**src/rtl/pwm_fade_ctrl.sv**
```systemverilog
// LED fade controller: ramps duty_cycle up to a latched peak, holds, then ramps down.
// Define PWM_FADE_LOOP_EN to make the fade repeat continuously until stop is requested.
module pwm_fade_ctrl #(
    parameter int TICK_DIV   = 25000,
    parameter int HOLD_TICKS = 250
) (
    input  logic       clk,
    input  logic       rst,
    input  logic       start,
    input  logic       stop,
    input  logic [3:0] step,
    input  logic [7:0] max_duty,
    output logic [7:0] duty_cycle,
    output logic       busy,
    output logic       done
);

    localparam int CNT_W  = $clog2(TICK_DIV);
    localparam int HOLD_W = (HOLD_TICKS > 1) ? $clog2(HOLD_TICKS) : 1;

    typedef enum logic [1:0] {IDLE, RISE, HOLD, FALL} state_t;

    state_t            state;
    logic [CNT_W-1:0]  tick_cnt;
    logic [HOLD_W-1:0] hold_cnt;
    logic [3:0]        step_lat;
    logic [7:0]        max_lat;
    logic              tick;
    logic [7:0]        rise_nxt;
    logic [7:0]        fall_nxt;
`ifdef PWM_FADE_LOOP_EN
    logic              stopping;
`endif

    // Sum is formed 9 bits wide so a large step near 255 saturates instead of wrapping.
    function automatic logic [7:0] sat_rise(input logic [7:0] d, input logic [3:0] s,
                                            input logic [7:0] m);
        logic [8:0] sum;
        sum = {1'b0, d} + {5'b0, s};
        if (sum >= {1'b0, m})
            return m;
        return sum[7:0];
    endfunction

    function automatic logic [7:0] sat_fall(input logic [7:0] d, input logic [3:0] s);
        if (d > {4'b0, s})
            return d - {4'b0, s};
        return 8'd0;
    endfunction

    assign tick     = (tick_cnt == CNT_W'(TICK_DIV - 1));
    assign rise_nxt = sat_rise(duty_cycle, step_lat, max_lat);
    assign fall_nxt = sat_fall(duty_cycle, step_lat);

    always_ff @(posedge clk) begin
        if (rst) begin
            state      <= IDLE;
            duty_cycle <= 8'd0;
            busy       <= 1'b0;
            done       <= 1'b0;
            tick_cnt   <= '0;
            hold_cnt   <= '0;
            step_lat   <= 4'd1;
            max_lat    <= 8'd0;
`ifdef PWM_FADE_LOOP_EN
            stopping   <= 1'b0;
`endif
        end else begin
            done     <= 1'b0;
            tick_cnt <= tick ? '0 : tick_cnt + CNT_W'(1);
            case (state)
                IDLE: begin
                    tick_cnt <= '0;
                    hold_cnt <= '0;
`ifdef PWM_FADE_LOOP_EN
                    stopping <= 1'b0;
`endif
                    if (start && !stop) begin
                        step_lat <= (step == 4'd0) ? 4'd1 : step;
                        max_lat  <= max_duty;
                        if (max_duty == 8'd0) begin
                            done <= 1'b1;
                        end else begin
                            state <= RISE;
                            busy  <= 1'b1;
                        end
                    end
                end
                RISE: begin
                    if (stop) begin
                        state    <= FALL;
                        tick_cnt <= '0;
`ifdef PWM_FADE_LOOP_EN
                        stopping <= 1'b1;
`endif
                    end else if (tick) begin
                        duty_cycle <= rise_nxt;
                        if (rise_nxt == max_lat) begin
                            state    <= HOLD;
                            hold_cnt <= '0;
                        end
                    end
                end
                HOLD: begin
                    if (stop) begin
                        state    <= FALL;
                        tick_cnt <= '0;
                        hold_cnt <= '0;
`ifdef PWM_FADE_LOOP_EN
                        stopping <= 1'b1;
`endif
                    end else if (tick) begin
                        if (hold_cnt == HOLD_W'(HOLD_TICKS - 1)) begin
                            state    <= FALL;
                            hold_cnt <= '0;
                        end else begin
                            hold_cnt <= hold_cnt + HOLD_W'(1);
                        end
                    end
                end
                FALL: begin
`ifdef PWM_FADE_LOOP_EN
                    if (stop)
                        stopping <= 1'b1;
`endif
                    if (tick) begin
                        duty_cycle <= fall_nxt;
                        if (fall_nxt == 8'd0) begin
`ifdef PWM_FADE_LOOP_EN
                            // Breathing continues until a stop has been seen on the way down.
                            if (stopping || stop) begin
                                state <= IDLE;
                                busy  <= 1'b0;
                                done  <= 1'b1;
                            end else begin
                                state <= RISE;
                            end
`else
                            state <= IDLE;
                            busy  <= 1'b0;
                            done  <= 1'b1;
`endif
                        end
                    end
                end
                default: begin
                    state <= IDLE;
                    busy  <= 1'b0;
                end
            endcase
        end
    end

endmodule

```
**config.mk**
```make
export PLATFORM = sky130hd
export DESIGN_NAME = pwm_fade_ctrl
export DESIGN_NICKNAME = d
export VERILOG_FILES = /design/src/rtl/pwm_fade_ctrl.sv
export SDC_FILE = /design/constraint.sdc
export NUM_CORES = 1
export LEC_CHECK = 0
export CORE_MARGIN = 4
export CORE_UTILIZATION = 45
export CTS_BUF_LIST = sky130_fd_sc_hd__clkbuf_4 sky130_fd_sc_hd__clkbuf_8
export CTS_CLUSTER_DIAMETER = 150
export DETAILED_ROUTE_END_ITERATION = 8
export SLEW_MARGIN = 20
export SYNTH_ARGS = -nofsm -noshare
export SYNTH_HDL_FRONTEND = slang
export SYNTH_SLANG_ARGS = --single-unit
```
**constraint.sdc**
```tcl
create_clock -name clk -period 6 [get_ports clk]
set_input_delay 0.6 -clock clk [delete_from_list [all_inputs] [get_ports clk]]
set_output_delay 0.6 -clock clk [all_outputs]
set_load 0.05 [all_outputs]
```
==> metrics.md <==
| Metric | Value |
|---|---|
| Largest fanout on the critical path | 11 |
| Buffer cell driving the clock tree root | sky130_fd_sc_hd__clkbuf_8 |
| DR WL/cell | 14.67 um |
| RSZ-0062 raised after global routing | no |
| Quantity of I/O buffers inserted on ports | 25 |
| Capture instance of the worst register-to-register path | hold_cnt[4] |
| Clock-pin slew reported for the worst setup and hold paths after clock tree synthesis | 90 ps |
| Worst-margin pin slew | 1048 ps |
| Number of stages on the worst hold path | 1 |
| Placed cell count | 510 |
| Number of inserted filler cells in the final layout | 668 |
| Clock tree from TritonCTS | built |
| Number of buffers added for setup after CTS | 0 |
| Most frequent standard cell in the layout excluding fill and tap cells | sky130_fd_sc_hd__dfxtp_1 |
| Worst slew margin | 29.70% |
| Skew final | 9.323 ps |
| Synth Net Count | 448 |
| Crit Path Class | register to register |
| Yosys top cell area share | 28.59% |
| Combinational family with the most area after synthesis | simple AND/OR/NAND/NOR gates |
| Clk_lat worst skew | 310 ps |
| Hold path startpoint | hold_cnt[5] |
| Total of endpoints with negative setup slack in the final report | 0 |
| Number of nets in the layout | 462 |
| Complex-gate fraction of the synthesized area | 22.40% |
| Count of state elements after synthesis | 47 |
| Final core area utilization | 53.35% |
| Yosys Warn Count | 0 |
| Length of the first detailed-routing pass in iterations | 4 |
| Number of max-slew violations in the final report | 0 |
| Chip width | 93.52 um |
| Worst vdd rail ir drop | 0.0001173 V |
| Critical R2R Launch | step_lat[2] |
| Vias per std cell | 5.473 |
| Worst hold path class | register to register |
| Post-synthesis simple-gate area fraction | 22.62% |
| Highest attainable clock frequency | 0.2445 GHz |
| Vias in the first global route | 2573 |
| Status | complete, no violations |
| Post-synthesis mux area share | 2.471% |
| Initial antenna violation count | 0 |
| Weighted congestion reported at the end of routability-driven placement | 0.8592 |
| Routed WL | 7597 um |
| Die outline area | 8745 sq um |
| Total power density per cell area | 250.7 nW/um^2 |
| Number of cells traversed by the worst register-to-register path | 13 |
| Final hold violation count | 0 |
| Xor and xnor area share after synthesis | 7.414% |
| Drt drc | 0 |
| Initial Util | 47.39% |
| # hold bufs at CTS | 0 |
| Core area | 6944 sq um |
| Maximum root-to-sink buffer count | 2 |
| DR iter-0 viols | 189 |
| Final HPWL from detailed placement | 5740 um |
| Largest net degree at the start of global routing | 39 |
| Sequential area share after synthesis | 28.59% |
| Total number of clock tree sinks | 47 |
| Netlist area before placement | 3291 sq um |
| Storage cell area | 940.9 sq um |
| Instance count of the mapped netlist | 407 |
| Total number of placement rows | 30 |
| Final worst path period need | 4090 ps |
| Number of CTS-inserted buffers | 5 |
| Setup slack of the most critical reg-to-reg path | 1910 ps |
| Via count | 2835 |
| Clock H-tree levels | 2 |
| Arrival time worst endpoint | 4300 ps |
| Data required time at the worst endpoint | 6210 ps |
| Adder and majority gate portion of the synthesized area | 9.962% |
| Type of origin of the critical path | register |
| Global router's overall resource usage | 17.89% |
| Top Ports | 26 |
| Leakage component of the power | 1.344 nW |
| Ys flop type | sky130_fd_sc_hd__dfxtp_1 |
| Global-route congestion overflow total | 0 |
| Multi-input gate area in the final layout | 2140 sq um |
| Antenna diode count | 0 |
| EDFF count, synth | 0 |
| Final worst path period share | 68.17% |
| Area growth syn-to-layout | 12.59% |
| Setup TNS | 0 ps |
| Proportion of layout cells with a drive suffix above 1 | 7.109% |
| Cell variety after synth | 63 |
| Commonest cells after routing, fill and taps aside | sky130_fd_sc_hd__dfxtp_1 (47), sky130_fd_sc_hd__nand2_1 (45), sky130_fd_sc_hd__nor2_1 (41) |
| Endpoint, Worst Hold | hold_cnt[5] |
| Post-route insts no fill | 518 |
| Category of the worst setup path capture point | register |
| PostCTS Resize Cnt | 0 |
| Number of violations of the max-capacitance limit | 0 |
| FFs w/ async S/R, synth | 0% |
| Top area cells in the synthesized netlist | sky130_fd_sc_hd__dfxtp_1 (29%), sky130_fd_sc_hd__ha_1 (8.7%), sky130_fd_sc_hd__nand2_1 (5.1%) |
| Cell taking the most area after synthesis | sky130_fd_sc_hd__dfxtp_1 |
| Vertical die dimension | 93.52 um |
| First-pass GRT wire length | 12600 um |
| Avg Inst Size Synth | 8.085 sq um |
| Count of nets left with antenna violations after detail routing | 0 |
-- where the power goes --
part,switching (mW),internal [mW],leakage [nW]
clock,0.117,0.126,0.0548
sequential,0.0218,0.332,0.380
combinational,0.206,0.127,0.909
total,0.344,0.584,1.34
-- worst max-delay path: stages, from the launching register on --
cell                      delay [ps]
sky130_fd_sc_hd__dfxtp_1         370
sky130_fd_sc_hd__inv_1            50
sky130_fd_sc_hd__ha_1            390
sky130_fd_sc_hd__or3b_4          470
sky130_fd_sc_hd__a31oi_4         210
sky130_fd_sc_hd__o21ai_0         130
sky130_fd_sc_hd__xnor2_1         170
sky130_fd_sc_hd__ha_1            310
sky130_fd_sc_hd__nand3_1         110
sky130_fd_sc_hd__o31ai_2         890
sky130_fd_sc_hd__nor2_1          210
sky130_fd_sc_hd__o21ai_4         200
sky130_fd_sc_hd__nand3_4         170
sky130_fd_sc_hd__o41ai_2         310
-- routing by layer --
layer | global-route usage, % | wire length [um] | vias up
li1 | - | - | 1468
met5 | 0 | 0 | -
met1 | 26.19 | 3929 | 1316
met2 | 27.34 | 3316 | 47
met4 | 4.151 | 55 | 0
met3 | 2.896 | 295 | 4
-- synthesized netlist by cell type (11+ instances only) --
cell type,count
sky130_fd_sc_hd__dfxtp_1,47
sky130_fd_sc_hd__nand2_1,45
sky130_fd_sc_hd__nor2_1,41
sky130_fd_sc_hd__inv_1,35
sky130_fd_sc_hd__a21oi_1,25
sky130_fd_sc_hd__ha_1,23
sky130_fd_sc_hd__o21ai_0,15
sky130_fd_sc_hd__xnor2_1,15
sky130_fd_sc_hd__clkbuf_1,14
sky130_fd_sc_hd__nand3_1,13
sky130_fd_sc_hd__nor3_1,12
sky130_fd_sc_hd__xor2_1,11
-- how the worst max path moves through the flow --
stage               slack [ps]     endpoint  cells after the start           from
floorplan                 2310     state[0]                     16  duty_cycle[2]
global placement          2040  hold_cnt[5]                     13    step_lat[2]
detailed placement        1900  hold_cnt[4]                     13    step_lat[2]
CTS                       1860  hold_cnt[4]                     13    step_lat[2]
global route              1580  hold_cnt[6]                     13    step_lat[2]
finish                    1910  hold_cnt[4]                     13    step_lat[2]
-- cell families after synthesis --
group                    after synthesis
XOR/XNOR                              27
flip-flops                            47
buffers and inverters                 54
multiplexers                           8
AND/OR/NAND/NOR                      152
AO/OA/AOI/OAI                         94
adder cells (fa/ha/maj)               25
-- registers in the layout, summed over array words and instances (netlist names) --
name	count
busy	1
done	1
duty_cycle	8
hold_cnt	8
max_lat	8
state	2
step_lat	4
tick_cnt	15
-- layout make-up --
type / instances / area share (%)
repair buffers: 26 / 6.957
well taps: 96 / 3.242
flip-flops and latches: 47 / 25.40
multi-input cells: 306 / 57.75
clock buffers: 5 / 1.857
inverters: 35 / 3.546
clock inverters: 3 / 1.250
-- stage by stage --
step | hold WS (ps) | setup slack (ps) | total power [mW] | instance area, sq um
finish | 458.7 | 1910 | 0.9289 | 3705
global route | 472.4 | 1580 | 0.9869 | 3705
CTS | 461.3 | 1856 | 0.9375 | 3705
detailed placement | 447.3 | 1903 | 0.6915 | 3590
global placement | 442.8 | 2045 | 0.6876 | 3590
floorplan | 429.7 | 2311 | 0.6149 | 3291
Note: power is estimated with default switching activity, not from simulation.
